[src/rtl/main_pkg.sv]
`default_nettype none
// +----------------------------------------------------------------------------+
// | main_pkg                                                                   |
// | Shared widths and sequencer state type for the LNS MAC top level.          |
// | Revision: 1.0                                                              |
// +----------------------------------------------------------------------------+
package main_pkg;

  localparam int IN_BITS  = 16;
  localparam int OUT_BITS = 32;
  localparam int LEN_BITS = 10;

  typedef enum logic [2:0] {
    IDLE   = 3'd0,
    CLEAR  = 3'd1,
    STREAM = 3'd2,
    DRAIN  = 3'd3,
    OUTPUT = 3'd4
  } seq_state_t;

endpackage
`default_nettype wire

[src/rtl/lns_dot_sequencer.sv]
`default_nettype none
// +----------------------------------------------------------------------------+
// | lns_dot_sequencer                                                          |
// | Streams one dot-product job into the LNS MAC and keeps only the last sum.  |
// | Optional stall counter: define LNS_SEQ_STALL_CNT_EN.                       |
// | Revision: 1.0                                                              |
// +----------------------------------------------------------------------------+
module lns_dot_sequencer #(
  parameter int IN_BITS  = main_pkg::IN_BITS,
  parameter int OUT_BITS = main_pkg::OUT_BITS,
  parameter int LEN_BITS = main_pkg::LEN_BITS
) (
  input  logic                clk,
  input  logic                rst,
  input  logic                start,
  input  logic [LEN_BITS-1:0] cfg_len,
  input  logic                op_valid,
  output logic                op_enable,
  input  logic [IN_BITS:0]    op_x,
  input  logic [IN_BITS:0]    op_y,
  input  logic                op_x_nat_sign,
  input  logic                op_y_nat_sign,
  output logic                mac_clr,
  output logic                mac_data_in_valid,
  input  logic                mac_data_in_enable,
  output logic [IN_BITS:0]    mac_data_in_x,
  output logic [IN_BITS:0]    mac_data_in_y,
  output logic                mac_data_in_x_nat_sign,
  output logic                mac_data_in_y_nat_sign,
  input  logic                mac_data_out_valid,
  output logic                mac_data_out_enable,
  input  logic [OUT_BITS:0]   mac_data_out,
  output logic                res_valid,
  input  logic                res_enable,
  output logic [OUT_BITS:0]   res_data,
  output logic                busy
`ifdef LNS_SEQ_STALL_CNT_EN
  ,
  output logic [31:0]         stall_cnt
`endif
);
  import main_pkg::*;

  localparam logic [LEN_BITS-1:0] c_len_one = LEN_BITS'(1);

  seq_state_t          r_state;
  seq_state_t          w_next_state;
  logic [LEN_BITS-1:0] r_len;
  logic [LEN_BITS-1:0] r_sent_cnt;
  logic [LEN_BITS-1:0] r_recv_cnt;
  logic [OUT_BITS:0]   r_res_data;
  logic                r_res_valid;

  logic w_streaming;
  logic w_collecting;
  logic w_in_xfer;
  logic w_out_xfer;
  logic w_last_in;
  logic w_last_out;
  logic w_job_accept;
  logic w_zero_job;

  assign w_streaming  = (r_state == STREAM);
  assign w_collecting = (r_state == STREAM) || (r_state == DRAIN);
  assign w_in_xfer    = w_streaming && op_valid && mac_data_in_enable;
  assign w_out_xfer   = w_collecting && mac_data_out_valid;
  assign w_last_in    = w_in_xfer && (r_sent_cnt == (r_len - c_len_one));
  assign w_last_out   = w_out_xfer && (r_recv_cnt == (r_len - c_len_one));
  assign w_job_accept = (r_state == IDLE) && start;
  assign w_zero_job   = w_job_accept && (cfg_len == '0);

  // Operand path is wired straight through so a pair costs no extra cycle.
  assign op_enable              = w_streaming && mac_data_in_enable;
  assign mac_data_in_valid      = w_streaming && op_valid;
  assign mac_data_in_x          = op_x;
  assign mac_data_in_y          = op_y;
  assign mac_data_in_x_nat_sign = op_x_nat_sign;
  assign mac_data_in_y_nat_sign = op_y_nat_sign;

  assign mac_data_out_enable = w_collecting;
  assign mac_clr             = (r_state == CLEAR);
  assign busy                = (r_state != IDLE);
  assign res_valid           = r_res_valid;
  assign res_data            = r_res_data;

  always_comb begin
    w_next_state = r_state;
    case (r_state)
      IDLE: begin
        if (start) begin
          w_next_state = (cfg_len == '0) ? OUTPUT : CLEAR;
        end
      end
      CLEAR: begin
        w_next_state = STREAM;
      end
      STREAM: begin
        // The final sum wins over the last-pair hand-off in the same cycle.
        if (w_last_out) begin
          w_next_state = OUTPUT;
        end else if (w_last_in) begin
          w_next_state = DRAIN;
        end
      end
      DRAIN: begin
        if (w_last_out) begin
          w_next_state = OUTPUT;
        end
      end
      OUTPUT: begin
        if (res_enable) begin
          w_next_state = IDLE;
        end
      end
      default: begin
        w_next_state = IDLE;
      end
    endcase
  end

  always_ff @(posedge clk) begin
    if (rst) begin
      r_state     <= IDLE;
      r_len       <= '0;
      r_sent_cnt  <= '0;
      r_recv_cnt  <= '0;
      r_res_data  <= '0;
      r_res_valid <= 1'b0;
    end else begin
      r_state <= w_next_state;

      if (w_job_accept) begin
        r_sent_cnt <= '0;
        r_recv_cnt <= '0;
        if (cfg_len != '0) begin
          r_len <= cfg_len;
        end
      end

      if (w_in_xfer) begin
        r_sent_cnt <= r_sent_cnt + c_len_one;
      end
      if (w_out_xfer) begin
        r_recv_cnt <= r_recv_cnt + c_len_one;
      end

      if (w_zero_job) begin
        r_res_data  <= '0;
        r_res_valid <= 1'b1;
      end else if (w_last_out) begin
        r_res_data  <= mac_data_out;
        r_res_valid <= 1'b1;
      end else if ((r_state == OUTPUT) && res_enable) begin
        r_res_valid <= 1'b0;
      end
    end
  end

`ifdef LNS_SEQ_STALL_CNT_EN
  logic [31:0] r_stall_cnt;

  always_ff @(posedge clk) begin
    if (rst) begin
      r_stall_cnt <= '0;
    end else if (w_job_accept) begin
      r_stall_cnt <= '0;
    end else if (w_streaming && op_valid && !mac_data_in_enable && (r_stall_cnt != '1)) begin
      r_stall_cnt <= r_stall_cnt + 32'd1;
    end
  end

  assign stall_cnt = r_stall_cnt;
`endif

endmodule
`default_nettype wire

[config.mk]
export PLATFORM = sky130hd
export DESIGN_NAME = lns_dot_sequencer
export DESIGN_NICKNAME = d
export VERILOG_FILES = /design/src/rtl/main_pkg.sv /design/src/rtl/lns_dot_sequencer.sv
export SDC_FILE = /design/constraint.sdc
export NUM_CORES = 1
export LEC_CHECK = 0
export ABC_AREA = 1
export BUFFER_PORTS_ARGS = -buffer_cell sky130_fd_sc_hd__clkbuf_2
export CORE_ASPECT_RATIO = 0.9
export CORE_MARGIN = 3
export CORE_UTILIZATION = 36
export DETAILED_ROUTE_END_ITERATION = 12
export GPL_TIMING_DRIVEN = 0
export HOLD_SLACK_MARGIN = 0.02
export PLACE_DENSITY = 0.72
export REMOVE_ABC_BUFFERS = 1
export SYNTH_ARGS = -nofsm -noshare
export SYNTH_HDL_FRONTEND = slang
export SYNTH_SLANG_ARGS = --single-unit
[constraint.sdc]
create_clock -name clk -period 2.7 [get_ports clk]
set_input_delay 0.54 -clock clk [delete_from_list [all_inputs] [get_ports clk]]
set_output_delay 0.54 -clock clk [all_outputs]
set_load 0.005 [all_outputs]
; ---- Word-level counts from Yosys, hierarchy flattened
; Index checks and enable logic that the tools add are counted.
[word_totals]
out_inout_bits = 75
inputBits = 86
regBits = 67
wordCells = 52
[op_classes]
mux = 13
n_reduce_logical = 20
n_eq_ne = 10
n_addsub = 3
[ops]
columns = op, count
row1 = two-way mux 10 bit, 3
row2 = "adder 10 x 1 -> 10 bit, second input constant", 2
row3 = equality test 10 bit, 2
row4 = two-way mux 3 bit, 6
row5 = case mux 3 bit (5 select lines), 1
row6 = zero test 10 bit, 1
row7 = nonzero test 10 bit, 1
row8 = "subtractor 10 x 1 -> 10 bit, second input constant", 1
row9 = logical AND 1 bit, 9
row10 = "equality test 3 x 2 -> 1 bit, second input constant", 2
row11 = "!= test 2 bit, second input constant", 3
row12 = nonzero test 3 bit, 2
row13 = AND reduction 4 bit, 1
row14 = nonzero test 2 bit, 2
row15 = "equality test 3 x 1 -> 1 bit, second input constant", 1
row16 = "equality test 3 bit, second input constant", 1
row17 = zero test 3 bit, 1
row18 = two-way mux 1 bit, 3
row19 = "!= test 3 x 1 -> 1 bit, second input constant", 1
row20 = AND reduction 2 bit, 1
row21 = OR reduction 2 bit, 1
row22 = logical OR 1 bit, 1

; ---- Longest topological paths before layout
[depth]
word_depth = 7
ltp_mapped = 17
ltp_nobuf = 16

; ---- Worst setup path after synthesis
; OpenSTA, ideal clock, no wires.
[synth_timing]
kind = register -> register
from = register r_len[0]
to = register r_state[1]
arrival_ps = 1890
setup_ps = 115
n_path_buf = 1
path_stages_with_launch = 14
slack_ps = 695
period_less_slack_ps = 2005
t_required_ps = 2585
path_cell_list = dfxtp_1 -> inv_2 -> ha_1 -> xnor2_1 -> nor2_1 -> nand2_1 -> nor2_1 -> nand2_1 -> nor2_4 -> nand3_2 -> buf_6 -> a21oi_4 -> nand2_1 -> o21a_1
[synth_via]
elab_chain_cells = 5
word_cells_on_any_way = 10
cone_classes = add/sub: 1 / eq/ne: 4 / mux: 2 / reduce/logical: 3
[synth_lines]
columns = element, line_no
row1 = start: declaration, lns_dot_sequencer.sv:48  ; logic [LEN_BITS-1:0] r_len;
row2 = start signal: assignment, lns_dot_sequencer.sv:136  ; r_len <= cfg_len;
row3 = subtractor 10 x 1 -> 10 bit *, "lns_dot_sequencer.sv:67, lns_dot_sequencer.sv:68"
row4 = "equality test 10 bit, on equally long branches", "lns_dot_sequencer.sv:68, lns_dot_sequencer.sv:67"
row5 = "logical AND 1 bit, on equally long branches", "lns_dot_sequencer.sv:68, lns_dot_sequencer.sv:67"
row6 = two-way mux 3 bit (tied with other cells), lns_dot_sequencer.sv:99  ; if (w_last_out) begin
row7 = case mux 3 bit (5 select lines) or AND reduction 4 bit (tied branches), n/a
row8 = end signal: assignment, lns_dot_sequencer.sv:130  ; r_state <= w_next_state;
row9 = end: declaration, lns_dot_sequencer.sv:46  ; seq_state_t r_state;
; Every way passes the cells marked *; elsewhere a longest branch is shown, timed or not.
; A chain may end at the register's enable or synchronous reset.

; ---- Worst setup path after layout
[layout_timing]
from = register r_len[0]
to = register r_res_data[13] (netlist: res_data[13])
[layout_via]
elab_chain_cells = 3
[layout_lines]
columns = element, line_no
row1 = subtractor 10 x 1 -> 10 bit, lns_dot_sequencer.sv:68  ; assign w_last_out = w_out_xfer && (r_recv_cnt == (r_len - c_len_one));
row2 = equality test 10 bit, lns_dot_sequencer.sv:68
row3 = logical AND 1 bit, lns_dot_sequencer.sv:68
row4 = end signal: assignment, lns_dot_sequencer.sv:151  ; r_res_data <= mac_data_out;
row5 = end: declaration, lns_dot_sequencer.sv:51  ; logic [OUT_BITS:0] r_res_data;
; No other way between the ends.

==> impl_metrics.env <==
export IMPL_status="finished, final reports clean"
export IMPL_synth_seq_cells=67
export IMPL_first_pass_iters=5
export IMPL_worst_pin_slew_ns=0.793
export IMPL_antenna_cells=0
export IMPL_netlist_area_mm2=0.00376
export IMPL_finalHoldViolations=0
export IMPL_clk_pin_slew_ns=0.06
export IMPL_numCtsBuffers=9
export IMPL_min_period_over_period_pct=90.0
export IMPL_min_to="res_data[2]"
export IMPL_r2r_start="r_len[0]"
export IMPL_setup_viol=0
export IMPL_clock_path_buffers=2
export IMPL_worstSetupEndpointType="flop"
export IMPL_startpoint_type="flop"
export IMPL_hold_start="mac_data_out[2]"
export IMPL_routed_wl_um=12400
export IMPL_fin_ws_ns=0.269
export IMPL_synth_area_per_cell_um2=6.94
export IMPL_worst_ep_required_time_ns=2.94
export IMPL_cts_tree="built"
export IMPL_yosysWarningCount=0
export IMPL_rows=34
export IMPL_clock_sinks=67
export IMPL_slowest_delay_ns=0.67
export IMPL_synth_top_cell_area_share_pct=35.6
export IMPL_grt_pass1_vias=3642
export IMPL_drc=0
export IMPL_ir_worst_vdd_mv=0.385
export IMPL_die_area_mm2=0.0117
export IMPL_dp_cells=698
export IMPL_finalNonFillerCells=729
export IMPL_min_path_cells=3
export IMPL_layout_common_cells="94 x nand2_1, 88 x clkbuf_2, 67 x dfxtp_1, 64 x nor2_1, 44 x inv_1"
export IMPL_num_vias=4003
export IMPL_initial_core_util_pct=38.0
export IMPL_drtIter0Drc=345
export IMPL_drive_above_1_share_pct=24.0
export IMPL_insertion_delay_ns=0.32
export IMPL_yosysSeqAreaShare_pct=35.6
export IMPL_slowest_stage="nor2_2"
export IMPL_cp_cell_sequence="inv_2 -> ha_1 -> nand4_1 -> nand3_1 -> nand3_1 -> nor2_2 -> a31oi_1 -> nor3_1"
export IMPL_critical_path_class="flop to flop"
export IMPL_nets=687
export IMPL_yosysTopAreaCell="dfxtp_1"
export IMPL_maxSlewHeadroom_pct=47.1
export IMPL_r2r_setup_slack_ns=0.27
export IMPL_post_place_ws_ns=-0.793
export IMPL_p_leak_nw=1.92
export IMPL_rsz0062_at_grt="false"
export IMPL_crit_family="simple AND/OR/NAND/NOR gates"
export IMPL_core_area_mm2=0.00991
export IMPL_r2r_end="res_data[13]"
export IMPL_stdcell_area_mm2=0.00442
export IMPL_path_max_fanout=17
export IMPL_hpwl_um=8580
export IMPL_hold_class="primary input to flop"
export IMPL_post_route_min_period_ns=2.43
export IMPL_grt_max_degree=34
export IMPL_synthCells=542
export IMPL_clock_skew_ns=0.00815
export IMPL_slew_violations=0
export IMPL_viasPerCell=5.49
export IMPL_grt_usage_pct=20.4
export IMPL_drv_cap=0
export IMPL_clock_fmax_ghz=0.411
export IMPL_cp_startpoint="r_len[0]"
export IMPL_rr_worst_depth=8
export IMPL_place_gp_congestion=0.926
export IMPL_antenna_found_initial=0
export IMPL_crit_buf_inv=1
export IMPL_overflow=0
export IMPL_dieHeight_um=103
export IMPL_die_w_um=114
export IMPL_ios=161
export IMPL_grt_pass1_wl_um=18900
export IMPL_cp_common_cell="nand3_1"
export IMPL_syn_to_final_growth_pct=17.6
export IMPL_final_common_cell="nand2_1"
export IMPL_post_route_util_pct=44.6
export IMPL_p_total_mw=3.95
export IMPL_worst_ep_arrival_time_ns=2.67
export IMPL_antenna_left=0
export IMPL_ctsHtreeMaxLevel=3
export IMPL_io_buffers=88
export IMPL_ys_types=38
export IMPL_placed_cell_area_mm2=0.00398
export IMPL_clockRootBuffer="clkbuf_16"
export IMPL_netlist_top_cells_area="dfxtp_1 36%, nand2_1 9.6%, buf_4 7.6%"
export IMPL_power_density_mw_per_mm2=892
export IMPL_wl_per_cell_um=17.0
==> cell type report <==
class                           count  area, µm²
Fill cell                        1011       5490
Multi-Input combinational cell    372       1910
Sequential cell                    67       1340
Timing Repair Buffer               99        523
Clock buffer                        9        225
Inverter                           49        184
Tap cell                          126        158
Clock inverter                      7       81.3
==> logic make-up after synthesis <==
family | Yosys count | synth area share [%]
AO/OA/AOI/OAI | 89 | 14.2
XOR/XNOR | 5 | 1.16
adder cells (fa/ha/maj) | 3 | 0.997
buffers and inverters | 107 | 15.0
flip-flops | 67 | 35.6
AND/OR/NAND/NOR | 271 | 33.0
==> cells in the mapped netlist (all sizes together) <==
cell	n
a211oi	1
a21oi	27
a221oi	3
a31oi	34
and2	1
and3	1
buf	50
clkbuf	8
dfxtp	67
ha	3
inv	49
nand2	99
nand3	45
nand3b	2
nand4	5
nor2	72
nor3	43
nor3b	1
nor4	1
o211a	1
o21a	2
o21ai	17
o21bai	1
o22ai	2
o311a	1
or2	1
xnor2	5
==> layer usage <==
metal / up-vias / share of wire (%) / track usage, %
li1: 1908 / - / -
met1: 1918 / 45 / 26.7
met2: 171 / 46 / 31.7
met3: 6 / 8.3 / 7.34
met4: 0 / 0.87 / 5.39
met5: - / 0 / 4.17
==> tightest hold or removal path, cell delays in order <==
cell and delay (ns):
clkbuf_2 0.08, nor2_1 0.09, nor3_1 0.05
==> state kept, by name, indices dropped and copies added, names as in the netlist <==
register,cells
res_data,33
r_recv_cnt,10
r_state,3
r_sent_cnt,10
res_valid,1
r_len,10
==> repair_timing <==
item	4_1_cts	5_1_grt
gates resized for setup	1	4
pin swaps	3	3
buffers inserted	4	7
endpoints found under the setup margin	36	36
hold buffers	0	0
gates cloned	4	0
==> how the worst max path moves through the flow <==
stage / depth (start not counted) / slack (ns) / endpoint
2_1_floorplan: 12 / -0.05 / r_state[1]
3_3_place_gp: 15 / -0.74 / r_state[1]
3_5_place_dp: 15 / -0.79 / r_state[1]
4_1_cts: 12 / -0.05 / res_data[16]
5_1_grt: 8 / 0.07 / res_data[13]
6_report: 8 / 0.27 / res_data[13]
==> through the flow <==
step / TNS, ns / hold WS [ns]
floorplan: -0.0484 / 0.454
global placement: -20.90 / 0.471
detailed placement: -22.98 / 0.489
CTS: -0.830 / 0.476
global route: 0 / 0.473
finish: 0 / 0.478
==> report_power, final <==
| group | switching [mW] | internal [mW] | total [mW] |
|---|---|---|---|
| registers | 0.0753 | 1.05 | 1.13 |
| clock network | 0.475 | 0.730 | 1.20 |
| logic | 1.12 | 0.491 | 1.62 |
| total | 1.67 | 2.27 | 3.95 |
Note: power is estimated with default switching activity, not from simulation.
